### src/rtl/fifo_asym_wr.sv
// Synchronous FIFO whose write port pushes RATIO narrow words per accepted write
// and whose read port pops one narrow word, with first-word fall-through.
module fifo_asym_wr #(
    parameter int DATA_WIDTH = 8,
    parameter int ADDR_WIDTH = 3,
    parameter int RATIO      = 2
) (
    input  logic                        clk,
    input  logic                        reset_n,
    input  logic                        wr,
    input  logic [DATA_WIDTH*RATIO-1:0] w_data,
    input  logic                        rd,
    input  logic                        err_clr,
    output logic [DATA_WIDTH-1:0]       r_data,
    output logic                        full,
    output logic                        empty,
    output logic [ADDR_WIDTH:0]         count,
    output logic                        overflow,
    output logic                        underflow
);

    localparam int                    DEPTH      = 1 << ADDR_WIDTH;
    localparam int                    CW         = ADDR_WIDTH + 1;
    localparam logic [CW-1:0]         FULL_LIMIT = CW'(DEPTH - RATIO);
    localparam logic [CW-1:0]         RATIO_C    = CW'(RATIO);
    // RATIO == DEPTH truncates to 0, which is exactly the modulo-DEPTH step.
    localparam logic [ADDR_WIDTH-1:0] WPTR_STEP  = ADDR_WIDTH'(RATIO);

    logic [DATA_WIDTH-1:0] mem_q [DEPTH];

    logic [ADDR_WIDTH-1:0] wptr_q, wptr_d;
    logic [ADDR_WIDTH-1:0] rptr_q, rptr_d;
    logic [CW-1:0]         count_q, count_d;
    logic                  overflow_q, overflow_d;
    logic                  underflow_q, underflow_d;

    logic                  wr_ok;
    logic                  rd_ok;
    logic [DATA_WIDTH-1:0] w_slice   [RATIO];
    logic [ADDR_WIDTH-1:0] slot_addr [RATIO];

    assign full  = (count_q > FULL_LIMIT);
    assign empty = (count_q == '0);

    // Both accepts use pre-edge flags only, so a same-cycle pop never frees room
    // for a push and a same-cycle push never feeds a pop.
    assign wr_ok = wr & ~full;
    assign rd_ok = rd & ~empty;

    // Slice k of the wide word goes to (wptr + k) mod DEPTH; the address add
    // wraps naturally, so a write may straddle the end of the array.
    generate
        for (genvar gi = 0; gi < RATIO; gi++) begin : g_slice
            assign w_slice[gi]   = w_data[DATA_WIDTH*gi +: DATA_WIDTH];
            assign slot_addr[gi] = wptr_q + ADDR_WIDTH'(gi);
        end
    endgenerate

    // Storage is deliberately not reset; the full rule guarantees these slots
    // never include the occupied head at rptr.
    always_ff @(posedge clk) begin
        if (wr_ok) begin
            for (int k = 0; k < RATIO; k++) begin
                mem_q[slot_addr[k]] <= w_slice[k];
            end
        end
    end

    assign r_data = mem_q[rptr_q];

    always_comb begin
        wptr_d      = wptr_q;
        rptr_d      = rptr_q;
        count_d     = count_q;
        overflow_d  = overflow_q & ~err_clr;
        underflow_d = underflow_q & ~err_clr;

        if (wr_ok) begin
            wptr_d = wptr_q + WPTR_STEP;
        end
        if (rd_ok) begin
            rptr_d = rptr_q + 1'b1;
        end
        count_d = count_q + (wr_ok ? RATIO_C : '0) - (rd_ok ? CW'(1) : '0);

        // A new error in the same cycle as err_clr leaves the flag set.
        if (wr & full) begin
            overflow_d = 1'b1;
        end
        if (rd & empty) begin
            underflow_d = 1'b1;
        end
    end

    always_ff @(posedge clk or negedge reset_n) begin
        if (!reset_n) begin
            wptr_q      <= '0;
            rptr_q      <= '0;
            count_q     <= '0;
            overflow_q  <= 1'b0;
            underflow_q <= 1'b0;
        end else begin
            wptr_q      <= wptr_d;
            rptr_q      <= rptr_d;
            count_q     <= count_d;
            overflow_q  <= overflow_d;
            underflow_q <= underflow_d;
        end
    end

    assign count     = count_q;
    assign overflow  = overflow_q;
    assign underflow = underflow_q;

endmodule

### config.mk
export PLATFORM = sky130hd
export DESIGN_NAME = fifo_asym_wr
export DESIGN_NICKNAME = d
export VERILOG_FILES = /design/src/rtl/fifo_asym_wr.sv
export SDC_FILE = /design/constraint.sdc
export NUM_CORES = 1
export LEC_CHECK = 0
export BUFFER_PORTS_ARGS = -buffer_cell sky130_fd_sc_hd__buf_2
export CAP_MARGIN = 5
export CELL_PAD_IN_SITES_DETAIL_PLACEMENT = 1
export CELL_PAD_IN_SITES_GLOBAL_PLACEMENT = 1
export CORE_ASPECT_RATIO = 1.75
export CORE_MARGIN = 2
export CORE_UTILIZATION = 37
export CTS_BUF_LIST = sky130_fd_sc_hd__clkbuf_4 sky130_fd_sc_hd__clkbuf_8
export CTS_CLUSTER_DIAMETER = 40
export DETAILED_ROUTE_END_ITERATION = 8
export GPL_ROUTABILITY_DRIVEN = 0
export PLACE_DENSITY_LB_ADDON = 0.12
export REMOVE_ABC_BUFFERS = 1
export SLEW_MARGIN = 20
export SYNTH_ARGS = -nofsm -noshare
export SYNTH_HDL_FRONTEND = slang
export SYNTH_SLANG_ARGS = --single-unit
### constraint.sdc
create_clock -name clk -period 2.7 [get_ports clk]
set_input_delay 0.27 -clock clk [delete_from_list [all_inputs] [get_ports clk]]
set_output_delay 0.27 -clock clk [all_outputs]
set_load 0.01 [all_outputs]
## After elaboration in Yosys (flattened, before gate mapping)

Memories as Yosys holds them, arrays and structs flattened.
Cells that the tools add are included.

| cells by class | value |
|---|---|
| div/mod/pow operators | 0 |
| multiply operators | 0 |
| eq/ne operators | 0 |
| $lt $le $gt $ge | 1 |
| shifts and indexed selects | 0 |
| add/subtract/negate cells | 5 |
| multiplexer cells | 6 |
| reductions and logical operators | 1 |
| bitwise logic cells | 9 |

Operators by type and width:

| operator | number |
|---|---|
| adder 3 x 1 -> 3 bit, second input constant | 2 |
| AND 1 bit | 6 |
| two-way mux 1 bit | 5 |
| adder 4 x 2 -> 4 bit | 1 |
| > comparator 4 x 3 -> 1 bit, second input constant | 1 |
| logical NOT 4 bit | 1 |
| subtractor 4 x 1 -> 4 bit | 1 |
| adder 3 x 2 -> 3 bit, second input constant | 1 |
| NOT 1 bit | 3 |
| two-way mux 2 bit | 1 |

| storage, ports and cells | value |
|---|---|
| memories kept | 1 |
| register bits after elaboration | 12 |
| memory bits (read-only) | 0 |
| latch bits | 0 |
| bits in writable memories | 64 |
| output and inout bits | 16 |

Memory list:

| name | depth | bits a word | rd ports | clocked after Yosys merged registers in | wr ports | line | source |
|---|---|---|---|---|---|---|---|
| mem_q | 8 | 8 | 1 | 0 | 2 | 29 | `logic [DATA_WIDTH-1:0] mem_q [DEPTH];` |

## Longest topological paths before layout

Gate-level depths: netlist (run 1).

| logic depth | value |
|---|---|
| depth after elaboration | 6 |
| gate-level depth with buffers | 10 |
| gate-level depth less buffers | 10 |

## Least setup slack after synthesis (run 1)

Ideal clock, no wire load.

| timing path | value |
|---|---|
| path type | reg-to-reg |
| start point | register count_q[3] (netlist: count[3]) |
| end point | register count_q[3] (netlist: count[3]) |
| arrival time | 2.238 ns |
| clock period less this slack | 2.361 ns |
| cell stages (with the launch flop) | 11 |
| slack | 0.339 ns |
| cells stage by stage | dfrtp_1 -> inv_1 -> ha_1 -> and3_1 -> a211oi_2 -> inv_1 -> ha_1 -> inv_1 -> ha_1 -> fa_1 -> xnor2_1 |

| on the way | value |
|---|---|
| longest elaborated chain between the ends | 6 |
| elaborated cells between the ends (all ways) | 10 |

Ends and longest elaborated chain:

| item | line | source |
|---|---|---|
| start, declared | 33 | `logic [CW-1:0] count_q, count_d;` |
| start signal, assigned | 105 | `count_q <= count_d;` |
| > comparator 4 x 3 -> 1 bit | 42 | `assign full = (count_q > FULL_LIMIT);` |
| NOT 1 bit | 47 | `assign wr_ok = wr & ~full;` |
| AND 1 bit | 47 |  |
| two-way mux 2 bit | 84 | `count_d = count_q + (wr_ok ? RATIO_C : '0) - (rd_ok ? CW'(1) : '0);` |
| adder 4 x 2 -> 4 bit | 84 |  |
| subtractor 4 x 1 -> 4 bit * | 84 |  |
| net count_d[3] | 33 |  |

The timed path passes the listed nets; every way through them passes the cells marked *.
A chain may end at the register's enable or synchronous reset.

## Worst setup path after layout (run 1)

Ends and elaborated chain as after synthesis.

==> results by group, run 1 <==
Run status
  – Status: completed

Drt
  – 1st-pass router iterations: 4
  – Vias/cell: 4.99
  – Initial DRC count: 50
  – Average wire per standard cell: approximately 19 um
  – Vias: 1,472
  – Post-route DRC: 0
  – Routed Antenna Nets: 0
  – Total wire length: between 5 and 6 mm

Global routing
  – Initial antenna violation count: 0
  – Gr usage total: between 10 and 15%
  – Global-route wire length before repair: between 8 and 9 mm
  – Vias in the first global route: between 1,500 and 2,000
  – Grt ovf: 0
  – Largest net degree at the start of global routing: 17

Synth
  – Syn Area/Cell: 21.0 um^2
  – Post-synth cell types: 24
  – Mapped Cells: around 150
  – Post-Syn Area: about 3100 um^2
  – Seq/Total Area, Yosys: between 70% and 80%
  – Yosys warns: 0
  – Seq cells post-synth: 75

Setup path
  – CP Launch Point: count[3]$_DFF_PN0_
  – R2R depth: 10
  – CP Capture Type: flip-flop
  – Setup slack, reg-to-reg: about 380 ps
  – CP Capture Point: count[3]$_DFF_PN0_
  – Max FO, Critical Path: 4
  – Worst flop-to-flop path startpoint: count[3]$_DFF_PN0_
  – Worst r2r dst: count[3]$_DFF_PN0_
  – Crit path arrival time: 2550 ps
  – Critical setup path kind: reg2reg
  – Worst Setup Start Kind: flip-flop
  – WP data required: around 2900 ps

STA
  – Max-slew headroom: a little over half
  – Least-Margin Pin Slew: approximately 700 ps
  – RSZ-0062 raised after global routing: no
  – Endpoints failing setup: 0
  – Final Cycle Share: 86.0%
  – Final worst path period need: 2320 ps
  – Setup TNS: 0 ps
  – Pins Over Slew Limit: 0
  – Max Freq: approximately 430 MHz
  – Final hold violation count: 0
  – Layout Skew: approximately 7.0 ps

Power
  – Psw: 0.00116 W
  – Leak: between 1 and 1.5 nW
  – Clock network power share: roughly a quarter
  – Comb pwr share: 33.7%
  – Sw Ratio: slightly below 30%
  – Pwr Density: approximately 1100 nW/um^2
  – Sequential share of power: around 43%
  – P_int: around 0.0028 W
  – Peak supply drop: roughly 0.0005 V

Die
  – Core ar.: between 8000 and 9000 um^2
  – Die W: about 73 um
  – Std cell rows: 44
  – Starting density of the core: around 38%
  – Area of the die: around 9200 um^2
  – Num ports: 37
  – Die H: between 100 and 150 um

Clocking
  – H-tree levels: 3
  – Cts repair resizes: 0
  – CTS tree: done
  – Clock root buffer: clkbuf_8
  – Skew-Pair Late Insertion Delay: around 340 ps
  – # clock sinks: 75
  – CTS Buf Count: 9
  – Worst-path clk slew: about 70 ps
  – Clk buf depth: 2

Placed design
  – # placed instances: 278
  – Detailed-placement wirelength estimate: between 3 and 4 mm
  – Port Buffers: 36

Finish
  – Share of post-route cells with drive strength above 1: approximately two fifths
  – Most common cell after layout, fill and taps aside: edfxtp_1
  – Ant diodes: 0
  – Commonest non-fill, non-tap cells in the layout: edfxtp_1, buf_2, inv_1
  – Non-filler cells in the finished layout: 295
  – Area Overhead vs Synth: 16.9%
  – Final #Nets: between 200 and 250

Worst hold path
  – Hold Crit Class: in2reg
  – Worst hold start: w_data[5]

Run
  – Max_cap viols: 0
[Yosys cell counts, drive strengths merged]
cell	instances	area [um^2]
dfrtp	11	275
clkbuf	1	3.75
mux2	10	139
xor2	2	17.5
a21o	1	7.51
a22o	2	17.5
nor2b	1	6.26
buf	4	41.3
and3	1	6.26
nor2	1	3.75
nor3b	1	12.5
edfxtp	64	1920
ha	10	125
and2	4	25.0
fa	1	20.0
xnor2	2	17.5
mux4	16	394
a211oi	1	12.5
inv	13	48.8
nand2	2	7.51
[per-layer routing]
metal	vias up	global-route usage (%)	share of wire, %
met1	754	13.8	35
li1	679	-	-
met2	32	25.3	60
met4	0	6.21	1.7
met5	-	0	0
met3	7	4.51	3.8
[how the worst min path moves through the flow]
stage,to,cells after the start
floorplan,count[0]$_DFF_PN0_,0
global placement,underflow$_DFF_PN0_,1
detailed placement,overflow$_DFF_PN0_,1
CTS,mem_q[4][5]$_DFFE_PP_,1
global route,mem_q[5][3]$_DFFE_PP_,1
finish,mem_q[4][5]$_DFFE_PP_,1
[cell families after synthesis]
family | synth area share, %
fa+ha+maj | 4.68
buf+inv | 3.02
simple gates | 1.98
xor+xnor | 1.13
compound gates | 1.21
flops | 70.8
mux | 17.2
[layout make-up]
| class | instances | area, um^2 |
|---|---|---|
| clock buffer | 10 | 131 |
| sequential | 75 | 2200 |
| tap | 92 | 115 |
| clock inverter | 6 | 80.1 |
| fill | 801 | 4580 |
| timing repair buffer | 44 | 243 |
| multi-input combinational | 55 | 812 |
| inverter | 13 | 48.8 |
[worst max-delay path, stage by stage (launching register included)]
cell and delay, ps:
dfrtp_1 400, inv_1 80, ha_1 190, and3_1 170
a211oi_2 250, inv_1 80, ha_1 290, inv_1 40
ha_1 200, fa_1 370, xnor2_1 140
[flip-flops by register name, summed over array words and instances (netlist names)]
signal     cells
mem_q         64
count          4
rptr_q         3
wptr_q         2
overflow       1
underflow      1
[power by group through the flow]
stage                     clock, W  combinational [W]  sequential (W)
after floorplan                  0           0.000825         0.00174
after global placement           0            0.00129         0.00169
after detailed placement         0            0.00135         0.00172
after CTS                 0.000943            0.00137         0.00170
after global routing      0.000990            0.00147         0.00172
final                     0.000910            0.00132         0.00168
[metrics by stage]
stage / instance area, um^2 / hold slack (ps) / setup slack, ps / utilization [%] / total power (W)
after global placement: 3410 / 159 / 530 / 41.5 / 0.00298
after detailed placement: 3410 / 165 / 374 / 41.5 / 0.00307
final: 3630 / 146 / 379 / 44.2 / 0.00391
after global routing: 3630 / 119 / 205 / 44.2 / 0.00418
after CTS: 3630 / 116 / 319 / 44.2 / 0.00401
after floorplan: 3060 / -25.6 / 339 / - / 0.00256
[what timing repair did]
action	in CTS	in global routing
hold buffers	1	0
endpoints found under the hold margin	11	0
buffers inserted	0	0
Note: power is estimated with default switching activity, not from simulation.
==> run 2: changes to the inputs <==
Settings changed: ABC_AREA set to 1, MAX_ROUTING_LAYER set to met4.
==> run 2 against run 1 <==
Hold slack worse by 19 ps. Synthesized cell count increased by 130%. Global-route usage grew 2.1 points. Register-to-register slack improved by 190 ps. Critical endpoint unchanged. Routed wire length is 30% higher. Via count rose by 57%. Combinational power increased by 23%. Clock-buffer cell count unchanged. Maximum frequency increased by 8.9%. Cell count grew 75%. Largest power group unchanged. Non-clock buffer count unchanged.
==> results by group, run 2 <==
Die
  – Core ar.: 9090 um^2 (+11%)
  – Area of the die: 10,200 um^2 (+12%)
  – Std cell rows: 46 (+4.5%)
  – Starting density of the core: 38.3% (+0.45 points)
  – Die W: 77.3 um (+5.6%)
  – Die H: 132 um (+5.7%)
  – Num ports: 37 (unchanged)

STA
  – Pins Over Slew Limit: 0 (unchanged)
  – RSZ-0062 raised after global routing: no
  – Layout Skew: 11.1 ps (+4.08 ps)
  – Final Cycle Share: 78.9% (-7.0 points)
  – Least-Margin Pin Slew: 471 ps (-218 ps)
  – Max-slew headroom: 68.6% (+14 points)
  – Fin Hold WS: 127 ps (-19.1 ps)
  – Max Freq: 469 MHz (+8.9%)
  – Endpoints failing setup: 0 (unchanged)
  – Final hold violation count: 0 (unchanged)
  – Setup TNS: 0 ps (unchanged)
  – Final worst path period need: 2130 ps (-190 ps)

Worst hold path
  – Hold Crit Class: in2reg
  – Worst Hold Endpoint: overflow$_DFF_PN0_
  – Hold path depth: 2 (+1)
  – Worst hold start: err_clr

Synth
  – Cell taking the most area after synthesis: edfxtp_1
  – Area share of the largest cell type after synthesis: 55.2% (-6.7 points)
  – Mapped Cells: 346 (+130%)
  – Count leader, synth: nand2_1
  – Seq cells post-synth: 75 (unchanged)
  – Post-synth ARST share: 14.7% (unchanged)
  – EDFF count, synth: 64 (unchanged)
  – Post-synth cell types: 20 (-17%)
  – Yosys warns: 0 (unchanged)
  – Seq/Total Area, Yosys: 63.1% (-7.7 points)
  – Post-Syn Area: 3480 um^2 (+12%)
  – Syn Area/Cell: 10.1 um^2 (-52%)
  – Commonest cells post-synth: nand2_1, inv_1, edfxtp_1
  – Top post-synthesis cells by area: edfxtp_1, nand2_1, inv_1, dfrtp_1, nand3_1
  – Primary FF master, synth: edfxtp_1

Clocking
  – Worst-path clk slew: 70 ps (about the same)
  – Skew-Pair Late Insertion Delay: 350 ps (about the same)
  – # clock sinks: 75 (unchanged)
  – H-tree levels: 3 (unchanged)
  – Hold buffer count at cts: 1 (unchanged)
  – Setup Buffers After CTS: 0 (unchanged)
  – CTS tree: done
  – Clock root buffer: clkbuf_8
  – CTS Buf Count: 9 (unchanged)
  – Cts repair resizes: 0 (unchanged)
  – Clk buf depth: 2 (unchanged)

Finish
  – Share of post-route cells with drive strength above 1: 18.0% (-20 points)
  – Area Overhead vs Synth: 13.0%
  – Final #Nets: 422 (+83%)
  – Largest register FFs: 64 (unchanged)
  – Commonest non-fill, non-tap cells in the layout: nand2_1, inv_1, edfxtp_1
  – Register area: 2200 um^2 (unchanged)
  – Most common cell after layout, fill and taps aside: nand2_1
  – Ant diodes: 0 (unchanged)
  – Final Core Density: 43.3% (-0.96 points)
  – Final Cell Area: 3930 um^2 (+8.5%)
  – Fill cells: 1,108 (+38%)
  – Multi-input logic area: 855 um^2 (+5.2%)

Run
  – Max_cap viols: 0 (unchanged)

Placed design
  – Port Buffers: 36 (unchanged)
  – Placed Area: 3760 um^2 (+10%)
  – Detailed-placement wirelength estimate: 4.97 mm (+28%)

Global routing
  – Global-route wire length before repair: 11.8 mm (+32%)
  – Gr usage total: 16.0% (+2.1 points)
  – Largest net degree at the start of global routing: 34 (+17)
  – Initial antenna violation count: 0 (unchanged)
  – Grt ovf: 0 (unchanged)
  – Vias in the first global route: 2,446 (+43%)

Run status
  – Status: completed

Power
  – Sequential share of power: 41.1% (-2.0 points)
  – Peak supply drop: 0.000630 V (+27%)
  – Psw: 0.00159 W (+37%)
  – P_int: 0.00241 W (-13%)
  – Pwr Density: 1020 nW/um^2 (-5.7%)
  – Sw Ratio: 39.8% (+10 points)
  – Clock network power share: 18.5% (-4.8 points)
  – Leak: 1.92 nW (+34%)
  – Comb pwr share: 40.5% (+6.8 points)
  – Overall power consumption: 0.00400 W (+2.3%)

Setup path
  – R2R depth: 10 (unchanged)
  – Worst Setup Start Kind: flip-flop
  – WP data required: 2940 ps (about the same)
  – CP Capture Type: flip-flop
  – Setup slack, reg-to-reg: 570 ps (+190 ps)
  – Worst flop-to-flop path startpoint: count[3]$_DFF_PN0_
  – Critical setup path kind: reg2reg
  – Max FO, Critical Path: 8 (+4)
  – Crit path arrival time: 2370 ps (-180 ps)
  – Worst r2r dst: count[3]$_DFF_PN0_

Drt
  – Average wire per standard cell: 14.1 um (-26%)
  – Initial DRC count: 123 (+150%)
  – Routed Antenna Nets: 0 (unchanged)
  – Total wire length: 7.27 mm (+30%)
  – Vias: 2,316 (+57%)
  – Post-route DRC: 0 (unchanged)
  – Vias/cell: 4.50 (-9.9%)
  – 1st-pass router iterations: 4 (unchanged)
-- run 2: cell count changes after synthesis, sizes merged, moves of 2 or more --
cell	delta
nand2	+113
inv	+73
nand3	+35
mux4	-16
mux2	-10
buf	+7
o21ai	+5
and2	-4
nor2	+3
a22o	-2
-- run 2: through the flow --
| step | cells | setup slack (ps) |
|---|---|---|
| 2_1_floorplan | 335 | 666 |
| 3_3_place_gp | 498 | 601 |
| 3_5_place_dp | 498 | 534 |
| 4_1_cts | 515 | 536 |
| 5_1_grt | 515 | 407 |
| 6_report | 515 | 569 |
-- run 2: power groups by stage --
stage / logic, W / registers, W / clock network (W)
after floorplan: 0.000960 / 0.00172 / 0
after global placement: 0.00163 / 0.00166 / 0
after detailed placement: 0.00166 / 0.00167 / 0
after CTS: 0.00167 / 0.00165 / 0.000759
after global routing: 0.00186 / 0.00167 / 0.000806
final: 0.00162 / 0.00164 / 0.000739
-- run 2: cells by family (layout without fill, tap and decap cells) --
family / count (synthesis) / in the layout / share of synthesized area [%]
XOR/XNOR: 3 / 3 / 0.755
AND/OR/NAND/NOR: 155 / 155 / 18.9
flip-flops: 75 / 75 / 63.1
buffers and inverters: 97 / 146 / 12.3
AO/OA/AOI/OAI: 5 / 5 / 0.719
adder cells (fa/ha/maj): 11 / 11 / 4.17
-- run 2: final cells by class --
class	count	share of cell area (%)
clock inverters	6	0.827
repair buffers	44	6.17
clock buffers	10	3.34
multi-input cells	174	21.7
well taps	120	3.82
flip-flops and latches	75	55.9
inverters	86	8.27
-- run 2: how the worst max path moves through the flow --
stage	startpoint	to	slack, ps
5_1_grt	count[3]$_DFF_PN0_	count[3]$_DFF_PN0_	410
3_5_place_dp	count[3]$_DFF_PN0_	count[3]$_DFF_PN0_	530
4_1_cts	count[3]$_DFF_PN0_	count[3]$_DFF_PN0_	540
6_report	count[3]$_DFF_PN0_	count[3]$_DFF_PN0_	570
2_1_floorplan	count[3]$_DFF_PN0_	count[3]$_DFF_PN0_	670
3_3_place_gp	count[3]$_DFF_PN0_	count[3]$_DFF_PN0_	600
-- run 2: per-layer routing --
layer	global-route usage (%)	wire, um
met1	15.3	2660
met2	29.2	4120
met3	3.01	211
met4	9.23	269
met5	-	0
-- run 2: worst max-delay path, cell delays in order, from the launching register on --
cell and delay [ps]:
dfrtp_1 400, inv_1 90, ha_1 160, nand2_1 50, nand2_1 110, nand3_2 160
ha_1 320, inv_1 40, ha_1 190, fa_1 370, xnor2_1 130
